==> config.mk <==
export PLATFORM = sky130hd
export DESIGN_NAME = nixie_scan_ctrl
export DESIGN_NICKNAME = d
export VERILOG_FILES = /design/src/rtl/nixie_scan_ctrl.sv
export SDC_FILE = /design/constraint.sdc
export NUM_CORES = 1
export LEC_CHECK = 0
export CORE_MARGIN = 10
export CORE_UTILIZATION = 40
export CTS_CLUSTER_SIZE = 28
export DETAILED_ROUTE_END_ITERATION = 16
export GPL_TIMING_DRIVEN = 0
export PLACE_DENSITY = 0.6
export SYNTH_ARGS = -nofsm -noshare
export SYNTH_HDL_FRONTEND = slang
export SYNTH_SLANG_ARGS = --single-unit
==> constraint.sdc <==
create_clock -name clk -period 2 [get_ports clk]
set_clock_uncertainty 0.05 [all_clocks]
set_input_delay 0.6 -clock clk [delete_from_list [all_inputs] [get_ports clk]]
set_output_delay 0.6 -clock clk [all_outputs]
set_load 0.02 [all_outputs]
==> src/rtl/nixie_scan_ctrl.sv <==
// Multiplexed nixie/7-segment scan controller: blanked digit scan with a
// double-buffered display word. Optional build macro: LEADING_BLANK_EN.
module nixie_scan_ctrl #(
  parameter int DIGITS    = 4,
  parameter int SCAN_DIV  = 1000,
  parameter int BLANK_CYC = 2
) (
  input  logic                  clk,
  input  logic                  rst_n,
  input  logic                  en,
  input  logic                  wr_valid,
  input  logic [4*DIGITS-1:0]   wr_data,
  output logic                  wr_ready,
  output logic [3:0]            dig_code,
  output logic [DIGITS-1:0]     dig_sel,
  output logic                  frame_done
);

  localparam int CNT_MAX = (SCAN_DIV > BLANK_CYC) ? SCAN_DIV : BLANK_CYC;
  localparam int CW      = (CNT_MAX > 1) ? $clog2(CNT_MAX) : 1;
  localparam int IW      = $clog2(DIGITS);

  typedef enum logic {BLANK, ON} state_t;

  state_t                state_q, state_d;
  logic [IW-1:0]         idx_q, idx_d;
  logic [CW-1:0]         cnt_q, cnt_d;
  logic [4*DIGITS-1:0]   active_q, active_d;
  logic [4*DIGITS-1:0]   pending_q, pending_d;
  logic                  pend_full_q, pend_full_d;
  logic [3:0]            dig_code_q, dig_code_d;
  logic [DIGITS-1:0]     show;

  always_ff @(posedge clk or negedge rst_n) begin
    if (!rst_n) begin
      state_q     <= BLANK;
      idx_q       <= '0;
      cnt_q       <= '0;
      active_q    <= '0;
      pending_q   <= '0;
      pend_full_q <= 1'b0;
      dig_code_q  <= '0;
    end else begin
      state_q     <= state_d;
      idx_q       <= idx_d;
      cnt_q       <= cnt_d;
      active_q    <= active_d;
      pending_q   <= pending_d;
      pend_full_q <= pend_full_d;
      dig_code_q  <= dig_code_d;
    end
  end

  assign frame_done = (state_q == ON) && (idx_q == IW'(DIGITS - 1)) &&
                      (cnt_q == CW'(SCAN_DIV - 1));
  assign wr_ready   = ~pend_full_q;
  assign dig_code   = dig_code_q;

  always_comb begin
    state_d     = state_q;
    idx_d       = idx_q;
    cnt_d       = cnt_q;
    active_d    = active_q;
    pending_d   = pending_q;
    pend_full_d = pend_full_q;

    // Accept and transfer are mutually exclusive: one needs pend_full low, the other high.
    if (frame_done && pend_full_q) begin
      active_d    = pending_q;
      pend_full_d = 1'b0;
    end else if (wr_valid && !pend_full_q) begin
      pending_d   = wr_data;
      pend_full_d = 1'b1;
    end

    if (!en) begin
      state_d = BLANK;
      idx_d   = '0;
      cnt_d   = '0;
    end else begin
      unique case (state_q)
        BLANK: begin
          if (cnt_q == CW'(BLANK_CYC - 1)) begin
            state_d = ON;
            cnt_d   = '0;
          end else begin
            cnt_d = cnt_q + 1'b1;
          end
        end
        ON: begin
          if (cnt_q == CW'(SCAN_DIV - 1)) begin
            state_d = BLANK;
            cnt_d   = '0;
            idx_d   = (idx_q == IW'(DIGITS - 1)) ? '0 : idx_q + 1'b1;
          end else begin
            cnt_d = cnt_q + 1'b1;
          end
        end
        default: state_d = BLANK;
      endcase
    end

    // Tracks the next index/word so the code is stable for the whole digit slot.
    dig_code_d = active_d[4*idx_d +: 4];
  end

  genvar gi;
  generate
    for (gi = 0; gi < DIGITS; gi++) begin : g_sel
`ifdef LEADING_BLANK_EN
      if (gi == 0) begin : g_first
        assign show[gi] = 1'b1;
      end else begin : g_rest
        assign show[gi] = |active_q[4*DIGITS-1:4*gi];
      end
`else
      assign show[gi] = 1'b1;
`endif
      assign dig_sel[gi] = (state_q == ON) && (idx_q == IW'(gi)) && show[gi];
    end
  endgenerate

endmodule

==> results of run 1 <==
-- logic make-up after synthesis --
| logic type | count (synthesis) |
|---|---|
| buffers and inverters | 9 |
| and+or+nand+nor | 43 |
| DFF | 50 |
| AOI/OAI and AO/OA | 2 |
| muxes | 46 |
| adders and majority gates | 6 |
| xor gates and xnor gates | 8 |
-- through the flow --
stage | cell area (µm²) | power (W) | setup TNS (ns) | hold slack [ns]
global route | 2900 | 0.00209 | -1.28 | 0.138
finish | 2900 | 0.00200 | -0.759 | 0.129
detailed placement | 2660 | 0.00130 | -11.07 | 0.431
floorplan | 2260 | 0.00120 | -0.600 | 0.254
CTS | 2850 | 0.00202 | -0.816 | 0.128
global placement | 2650 | 0.00128 | -66.22 | 0.421
-- flip-flops by register name, indices dropped and copies added (netlist names) --
register     cells
idx_q            2
dig_code         4
cnt_q           10
active_q        16
pending_q       16
pend_full_q      1
state_q          1
-- power by group --
part | switching [W] | internal [W] | total [W]
Combinational | 0.0000803 | 0.000109 | 0.000190
Clock | 0.000331 | 0.000373 | 0.000704
Sequential | 0.0000379 | 0.00107 | 0.00110
Total | 0.000449 | 0.00155 | 0.00200
-- critical path, delay by kind of cell (launching register included) --
kind / cells / cell delay (ns)
buffers and inverters: 1 / 0.21
muxes: 3 / 0.83
and+or+nand+nor: 2 / 0.36
adders and majority gates: 1 / 0.19
DFF: 1 / 0.41
-- layer usage --
layer	GRT usage [%]	vias to the layer above	routed length, µm
li1	-	663	-
met4	3.74	0	47
met1	12.7	675	2030
met5	0	-	0
met2	14.8	30	1980
met3	3.93	4	272
-- worst paths after layout --
path / startpoint / end / slack (ns) / depth (start not counted)
max: idx_q[0] / dig_code[0] / -0.17 / 7
min: rst_n / cnt_q[2] / 0.13 / 1
max reg2reg: idx_q[0] / dig_code[0] / -0.17 / 7
min reg2reg: pending_q[3] / pending_q[3] / 0.45 / 1
max in group asynchronous: rst_n / pending_q[1] / 1.27 / 2
min in group clk: pending_q[3] / pending_q[3] / 0.45 / 1
-- area by class of cell --
type                    instances  area, µm²  share of cell area, %
clock inverters                 2       37.5                   1.29
multi-input cells             105        987                   34.0
repair buffers                 42        405                   14.0
well taps                      72       90.1                   3.11
inverters                       5       21.3                  0.733
plain buffers                   4       35.0                   1.21
flip-flops and latches         50       1250                   43.1
clock buffers                   6       72.6                   2.50
-- cells in the final DEF, fill, tap and decap left out, types with 2 or more instances in the layout --
| cell | synthesis | final |
|---|---|---|
| and2_1 | 5 | 2 |
| and2_4 | 0 | 3 |
| and3_1 | 4 | 4 |
| buf_2 | 0 | 3 |
| buf_4 | 1 | 11 |
| buf_6 | 1 | 7 |
| clkbuf_8 | 0 | 5 |
| clkdlybuf4s50_1 | 0 | 22 |
| dfrtp_1 | 50 | 50 |
| ha_1 | 6 | 3 |
| ha_2 | 0 | 2 |
| inv_1 | 5 | 3 |
| mux2_1 | 3 | 3 |
| mux2_2 | 33 | 33 |
| mux2_4 | 9 | 9 |
| nand2_1 | 6 | 6 |
| nand3_1 | 7 | 7 |
| nand4_1 | 2 | 2 |
| nor2_1 | 12 | 12 |
| xnor2_1 | 4 | 4 |
| xor2_1 | 4 | 4 |
-- repair_timing --
action / in CTS / in global routing
setup buffers: 10 / 2
pin swaps: 1 / 0
endpoints found under the setup margin: 20 / 19
resized for setup: 29 / 17
cloned: 0 / 0
-- cells in the mapped netlist (all sizes together) (2+ instances only) --
master	n	area, µm²
buf	2	18.8
dfrtp	50	1250
xor2	4	35.0
and2	5	31.3
mux2	45	541
nand2	6	22.5
and3	4	25.0
inv	5	18.8
nor2	13	51.3
ha	6	75.1
xnor2	4	35.0
nand4	3	33.8
clkbuf	2	7.51
nand3	7	35.0
==> impl_results.md, run 1 <==
* Outcome: finished with violations
* Failing checks: negative setup slack
* Slew margin rel. at 72.5%
* Cell Pwr Density at 689 mW/mm²
* Post-DRT Antenna Nets at 0
* CP Capture Type: flip-flop
* Netlist cell types at 27
* First-pass GRT wire length at between 7000 and 8000 µm
* Final setup margin at -0.166 ns
* CTS Hold Bufs at 0
* Flops & latches, synth at 50
* Critical Path Fanout Max at 10
* Clock Pin Slew Worst Setup and Hold Paths at 0.09 ns
* Initial antenna violation count at 0
* Final Cycle Share at 108%
* Post-Synth XOR/XNOR Area at just over 3%
* Area Growth Syn to Fin at 28.4%
* Final-report hold violation count at 0
* CP max stage delay at 0.41 ns
* Critical path arrival at about 2.3 ns
* Worst Tran Pin Value at between 0.4 and 0.5 ns
* DRC Markers at 0
* Ant. Diodes at 0
* Placed instance count at between 200 and 300
* Post-synth EDFFs at 0
* Vias in the first global route at roughly 1500
* GP Congestion at ~0.76
* Required time worst endpoint at between 2 and 2.5 ns
* H-tree depth at 2
* Vias per cell at 4.80
* Syn Inst Count at around 160
* Filler cell count at 490
* Gr usage total at 9.94%
* WL/cell at approximately 15 µm
* Die span in y at between 90 and 100 µm
* Standard-cell rows at 27
* Layout cells sized above 1 at around two fifths
* Slew Limit Fails at 0
* Adder-Cell Fraction of Synth Area at under 10%
* IO Count at 30
* Initial cell density of the core at about two fifths
* Yosys warns at 0
* CTS tree: done
* DRT Pass-1 Iters at 4
* # nets final at around 240
* DR vias at 1372
* Simple-gate share of the synthesized area at between 10% and 20%
* Max_cap viols at 0
* Routed WL at around 4300 µm
* CTS Buffer Depth at 2
* Area of the core at 0.00551 mm²
* Num Clock Sinks at 50
* PortBufs at 29
* Final Critical Period at between 2 and 2.5 ns
* Total gr overflow at 0
* Predominant post-synthesis flop cell: dfrtp_1
* Setup Viol. Count Final at 6
* Die W at between 90 and 100 µm
* Worst slack, placed at -0.764 ns
* Compound-gate portion of the synthesized area at less than 1%
* Achievable Freq at 462 MHz
* Peak VDD IR at approximately 0.55 mV
* Sequential share of the synthesized area at between 50% and 60%
* Die area at ~0.0091 mm²
* Main combinational cell family by area after synthesis: multiplexers
* Slowest-stage cell, CP: dfrtp_1
* Syn_nets at 190
* Detail Placement HPWL at around 3000 µm
* 1st-iter DRT viols at 39
* Async set-reset flop share out of synthesis at between 90% and 100%
* Clk root buf: clkbuf_8
* Setup CP Type: reg2reg
* Clk_lat worst skew at 0.30 ns
* Hold WC Path Type: in2async
* Largest net degree at the start of global routing at 40
* Critical Path Most Common Cell: mux2_2
* Critical path, cell by cell: ha_1, and3_1, nand4_4, buf_8, mux2_4, mux2_2, mux2_2
* Mapped cell area at roughly 0.0023 mm²
* CP startpoint kind: flip-flop
* CTS buffer count at 5
* Syn_area_per_cell at approximately 14 µm²
* Mux cell area share after synthesis at between 20% and 30%
* RSZ-0062 raised after global routing: yes
* Final Util at 52.7%
* LEAKAGE at around 1.4 nW
* Non-filler instance count after layout at 286
Note: power is estimated with default switching activity, not from simulation.
==> inputs of run 2 (changes only) <==
--- a/config.mk
+++ b/config.mk
@@ -5,12 +5,12 @@
 export SDC_FILE = /design/constraint.sdc
 export NUM_CORES = 1
 export LEC_CHECK = 0
-export CORE_MARGIN = 10
+export CORE_MARGIN = 2
 export CORE_UTILIZATION = 40
 export CTS_CLUSTER_SIZE = 28
 export DETAILED_ROUTE_END_ITERATION = 16
 export GPL_TIMING_DRIVEN = 0
-export PLACE_DENSITY = 0.6
+export PLACE_DENSITY = 0.75
 export SYNTH_ARGS = -nofsm -noshare
 export SYNTH_HDL_FRONTEND = slang
 export SYNTH_SLANG_ARGS = --single-unit
==> impl_results.md, run 2 (synthesized netlist as in run 1, its figures left out) <==
* Hold WC Path Type: in2async
* Setup Viol. Count Final at 7 (+1)
* Max_cap viols at 0 (unchanged)
* CTS Buffer Depth at 2 (unchanged)
* 1st-iter DRT viols at 82 (+110%)
* DR vias at 1388 (+1.2%)
* Worst path top cell family by delay: simple AND/OR/NAND/NOR gates
* Largest regs: active_q (16), pending_q (16), cnt_q (10)
* Worst Tran Pin Value at 0.309 ns (-0.103 ns)
* Die W at 79.1 µm (-17%)
* Peak VDD IR at 0.482 mV (-13%)
* Vias per cell at 4.85 (+1.2%)
* Highest routed metal layer: met4
* Required time worst endpoint at 1.35 ns (-0.78 ns)
* PortBufs at 29 (unchanged)
* Achievable Freq at 458 MHz (-0.68%)
* Slew Limit Fails at 0 (unchanged)
* Critical path, cell by cell: ha_2, and4_4, and2_4, and3_4, buf_6
* DRC Markers at 0 (unchanged)
* Die span in y at 79.1 µm (-17%)
* Cell Pwr Density at 682 mW/mm² (-1.0%)
* DRT Pass-1 Iters at 4 (unchanged)
* H-tree depth at 2 (unchanged)
* Total gr overflow at 0 (unchanged)
* Setup CP Type: reg2out
* RSZ-0062 raised after global routing: yes
* Post-DRT Antenna Nets at 0 (unchanged)
* Most common cell after layout, fill and taps aside: dfrtp_1
* GP Congestion at 0.776 (+2.3%)
* Largest net degree at the start of global routing at 40 (unchanged)
* Die area at 0.00626 mm² (-31%)
* Worst slack, placed at -0.748 ns (+0.0167 ns)
* CP Capture Type: output pin
* Most frequent cells in the layout: dfrtp_1 (50), mux2_2 (33), clkdlybuf4s50_1 (22), nor2_1 (12), buf_4 (10)
* Outcome: finished with violations
* Ant. Diodes at 0 (unchanged)
* Clock Pin Slew Worst Setup and Hold Paths at 0.09 ns (about the same)
* Standard-cell rows at 27 (unchanged)
* Initial antenna violation count at 0 (unchanged)
* CP startpoint kind: flip-flop
* # nets final at 239 (unchanged)
* Layout cells sized above 1 at 38.3% (-0.93 points)
* Launch point of the worst reg-to-reg path: idx_q[1]
* Reg2Reg Depth at 7 (unchanged)
* Worst reg2reg endpoint: dig_code[2]
* CTS buffer count at 5 (unchanged)
* Critical path buffer and inverter count at 1 (unchanged)
* Critical Path Start: cnt_q[1]
* Reg2reg setup slack at -0.15 ns (+0.02 ns)
* Critical path arrival at 1.53 ns (-0.77 ns)
* Num Clock Sinks at 50 (unchanged)
* First-pass GRT wire length at 6540 µm (-8.4%)
* Critical Path End: frame_done
* Area Growth Syn to Fin at 29.3%
* Detail Route met2 WL at 2000 µm (+1.4%)
* LEAKAGE at 1.38 nW (about the same)
* WP depth at 5 (-2)
* IO Count at 30 (unchanged)
* Slowest-stage cell, CP: dfrtp_1
* WL met3 at 145 µm (-47%)
* Routed WL at 4080 µm (-5.7%)
* Area of the core at 0.00547 mm² (-0.61%)
* Critical Path Fanout Max at 4 (-6)
* Detail Placement HPWL at 2660 µm (-12%)
* Clk_lat worst skew at 0.30 ns (about the same)
* Final Cycle Share at 109% (+0.74 points)
* Final Critical Period at 2.18 ns (+0.0149 ns)
* Gr usage total at 13.7% (+3.8 points)
* Final setup margin at -0.181 ns (-0.0149 ns)
* Clk root buf: clkbuf_8
* CP max stage delay at 0.37 ns (-0.04 ns)
* M1 wire length at 1890 µm (-7.0%)
* WL/cell at 14.3 µm (-5.7%)
* Final-report hold violation count at 0 (unchanged)
* CTS tree: done
* Failing checks: negative setup slack
* Vias in the first global route at 1357 (-6.7%)
* Slew margin rel. at 79.4% (+6.9 points)
* Initial cell density of the core at 41.3% (+0.25 points)
* Final Util at 53.3% (+0.67 points)
* CTS Hold Bufs at 0 (unchanged)
[run 2: metrics by stage]
stage / total power [W] / cells / instance area (µm²) / hold slack [ns] / setup TNS, ns
global placement: 0.00129 / 265 / 2650 / 0.419 / -66.69
global route: 0.00208 / 286 / 2920 / 0.141 / -1.53
floorplan: 0.00120 / 164 / 2260 / 0.254 / -0.600
CTS: 0.00199 / 282 / 2850 / 0.132 / -0.833
finish: 0.00199 / 286 / 2920 / 0.127 / -0.857
detailed placement: 0.00130 / 266 / 2660 / 0.426 / -10.94
[run 2: layout make-up]
type | count | area (µm²)
buffer | 4 | 41.3
clock buffer | 7 | 76.3
clock inverter | 1 | 30.0
fill | 472 | 2550
inverter | 5 | 18.8
multi-input combinational | 105 | 1000
sequential | 50 | 1250
tap | 72 | 90.1
timing repair buffer | 42 | 412
[run 2: worst min path at each step]
stage | end | slack, ns | cells after the start
final | cnt_q[4] | 0.13 | 1
after floorplan | active_q[0] | 0.25 | 0
after detailed placement | pending_q[3] | 0.43 | 1
after global routing | pending_q[7] | 0.14 | 1
after CTS | cnt_q[4] | 0.13 | 1
after global placement | pending_q[3] | 0.42 | 1
[run 2: repair_timing]
item / CTS / global route
setup endpoints to repair: 20 / 19
cloned: 0 / 0
pin swaps: 1 / 1
resized for setup: 26 / 13
buffers inserted: 8 / 4
[run 2: per-layer routing]
layer / track usage, % / vias up
met5: 0 / -
met4: 4.14 / 0
met3: 4.09 / 6
met2: 22.1 / 31
met1: 18.0 / 693
li1: - / 658
[run 2: worst register-to-register path, delay by kind of cell, from the launching register on]
kind	cells	cell delay, ns
multiplexers	3	0.83
AND/OR/NAND/NOR	2	0.33
buffers and inverters	1	0.20
adder cells (fa/ha/maj)	1	0.22
flip-flops	1	0.42
[run 2: report_power, final]
| group | switching (W) | internal (W) |
|---|---|---|
| registers | 0.0000377 | 0.00107 |
| logic | 0.0000840 | 0.000114 |
| clock network | 0.000314 | 0.000374 |
| total | 0.000436 | 0.00155 |
==> inputs of run 3 (changes only) <==
--- a/config.mk
+++ b/config.mk
@@ -7,10 +7,12 @@
 export LEC_CHECK = 0
 export CORE_MARGIN = 2
 export CORE_UTILIZATION = 40
+export CTS_BUF_LIST = sky130_fd_sc_hd__clkbuf_8
 export CTS_CLUSTER_SIZE = 28
 export DETAILED_ROUTE_END_ITERATION = 16
 export GPL_TIMING_DRIVEN = 0
 export PLACE_DENSITY = 0.75
+export RECOVER_POWER = 50
 export SYNTH_ARGS = -nofsm -noshare
 export SYNTH_HDL_FRONTEND = slang
 export SYNTH_SLANG_ARGS = --single-unit
==> impl_results.md, run 3 (synthesized netlist as in run 1, its figures left out) <==
* Max_cap viols at 0 (unchanged)
* CTS tree: done
* Outcome: finished with violations
* Setup CP Type: reg2out
* Gr usage total at 13.7% (unchanged)
* CTS Buffer Depth at 2 (unchanged)
* Critical Path Fanout Max at 4 (unchanged)
* Initial cell density of the core at 41.3% (unchanged)
* Vias per cell at 4.88 (+0.58%)
* Slew margin rel. at 37.8% (-42 points)
* Setup Viol. Count Final at 8 (+1)
* Clock Pin Slew Worst Setup and Hold Paths at 0.09 ns (about the same)
* CTS buffer count at 5 (unchanged)
* DR vias at 1396 (+0.58%)
* Achievable Freq at 459 MHz (+0.15%)
* Total gr overflow at 0 (unchanged)
* Most common cell after layout, fill and taps aside: dfrtp_1
* Filler cell count at 474 (+0.42%)
* Critical path arrival at 1.53 ns (about the same)
* Layout cells sized above 1 at 37.9% (-0.47 points)
* Vias in the first global route at 1357 (unchanged)
* Final Cycle Share at 109% (-0.16 points)
* First-pass GRT wire length at 6540 µm (unchanged)
* Slowest-stage cell, CP: dfrtp_1
* Final Util at 53.0% (-0.30 points)
* Most frequent cells in the layout: dfrtp_1 (50), mux2_2 (33), clkdlybuf4s50_1 (22), nor2_1 (12), buf_4 (10)
* Final-report hold violation count at 0 (unchanged)
* Reg2reg setup slack at -0.16 ns (about the same)
* Final setup margin at -0.178 ns (+0.00326 ns)
* Placed instance count at 266 (unchanged)
* Launch point of the worst reg-to-reg path: idx_q[0]
* Required time worst endpoint at 1.35 ns (about the same)
* Largest regs: active_q (16), pending_q (16), cnt_q (10)
* Clk root buf: clkbuf_8
* Critical path, cell by cell: ha_2, and4_4, and2_4, and3_4, buf_6
* 1st-iter DRT viols at 76 (-7.3%)
* Non-filler instance count after layout at 286 (unchanged)
* Failing checks: negative setup slack
* Hold WC Path Type: in2async
* CP max stage delay at 0.37 ns (about the same)
* GP Congestion at 0.776 (unchanged)
* Area Growth Syn to Fin at 28.5%
* Cell Pwr Density at 680 mW/mm² (-0.32%)
* Initial antenna violation count at 0 (unchanged)
* Ant. Diodes at 0 (unchanged)
* IO Count at 30 (unchanged)
* Worst Tran Pin Value at 0.933 ns (+0.624 ns)
* # nets final at 239 (unchanged)
* Die W at 79.1 µm (unchanged)
* Final hold slack at 0.243 ns (+0.116 ns)
* Die span in y at 79.1 µm (unchanged)
* Power Total at 0.00197 W (-0.88%)
* Worst slack, placed at -0.748 ns (unchanged)
* RSZ-0062 raised after global routing: yes
* Reg2Reg Depth at 7 (unchanged)
* Slew Limit Fails at 0 (unchanged)
* Standard-cell rows at 27 (unchanged)
* LEAKAGE at 1.38 nW (about the same)
* CP Capture Type: output pin
* DRC Markers at 0 (unchanged)
* Clk_lat worst skew at 0.29 ns (about the same)
* Area of the core at 0.00547 mm² (unchanged)
* Largest net degree at the start of global routing at 40 (unchanged)
* PortBufs at 29 (unchanged)
* Post-DRT Antenna Nets at 0 (unchanged)
* Routed WL at 4030 µm (-1.1%)
* Final Critical Period at 2.18 ns (-0.00326 ns)
* WL/cell at 14.1 µm (-1.1%)
* H-tree depth at 2 (unchanged)
* DRT Pass-1 Iters at 4 (unchanged)
* Num Clock Sinks at 50 (unchanged)
* Worst reg2reg endpoint: dig_code[2]
* CP startpoint kind: flip-flop
* Die area at 0.00626 mm² (unchanged)
* Detail Placement HPWL at 2660 µm (unchanged)
* Peak VDD IR at 0.483 mV (+0.20%)
run 3: cell types whose count changed in the layout (fill, tap and decap cells not counted):
cell / previous run / this run
inv_1: 5 / 7
clkbuf_2: 0 / 1
clkbuf_1: 2 / 1
buf_12: 2 / 1
buf_2: 3 / 2
run 3: per-layer routing:
layer / track usage, % / wire (µm)
met5: 0 / 0
met4: 4.14 / 42
met3: 4.09 / 131
met2: 22.1 / 2010
met1: 18.0 / 1850
run 3: per-stage QoR:
step,setup TNS [ns],area [µm²]
floorplan,-0.600,2260
global placement,-66.69,2650
detailed placement,-10.94,2660
CTS,-0.832,2850
global route,-2.44,2900
finish,-0.880,2900
run 3: layout make-up:
type | instances | area [µm²] | share of cell area, %
sequential | 50 | 1250 | 43.1
clock buffer | 5 | 68.8 | 2.37
tap | 72 | 90.1 | 3.10
clock inverter | 3 | 37.5 | 1.29
inverter | 5 | 18.8 | 0.647
multi-input combinational | 105 | 1000 | 34.4
buffer | 4 | 41.3 | 1.42
timing repair buffer | 42 | 395 | 13.6
run 3: worst max path at each step:
stage	from	end	slack (ns)	cells past startpoint
2_1_floorplan	cnt_q[0]	dig_code[0]	-0.15	7
3_3_place_gp	rst_n	pending_q[14]	-1.13	1
3_5_place_dp	wr_valid	pending_q[6]	-0.75	5
4_1_cts	cnt_q[0]	frame_done	-0.18	5
5_1_grt	cnt_q[0]	frame_done	-0.24	5
6_report	cnt_q[1]	frame_done	-0.18	5
run 3: critical path, delay by kind of cell, from the launching register on:
family,cells,cell delay [ns]
simple gates,3,0.57
flops,1,0.37
fa+ha+maj,1,0.19
buf+inv,1,0.11
run 3: timing repair:
item | in CTS | in global routing
setup endpoints to repair | 20 | 19
setup buffers | 8 | 4
hold buffers | 0 | 0
gates resized for setup | 26 | 13
pin swaps | 1 | 1
run 3: power breakdown:
group	internal (W)	switching [W]	total (W)	leakage, nW
registers	0.00107	0.0000378	0.00110	0.660
clock network	0.000364	0.000312	0.000676	0.0607
logic	0.000110	0.0000829	0.000193	0.659
total	0.00154	0.000433	0.00197	1.38
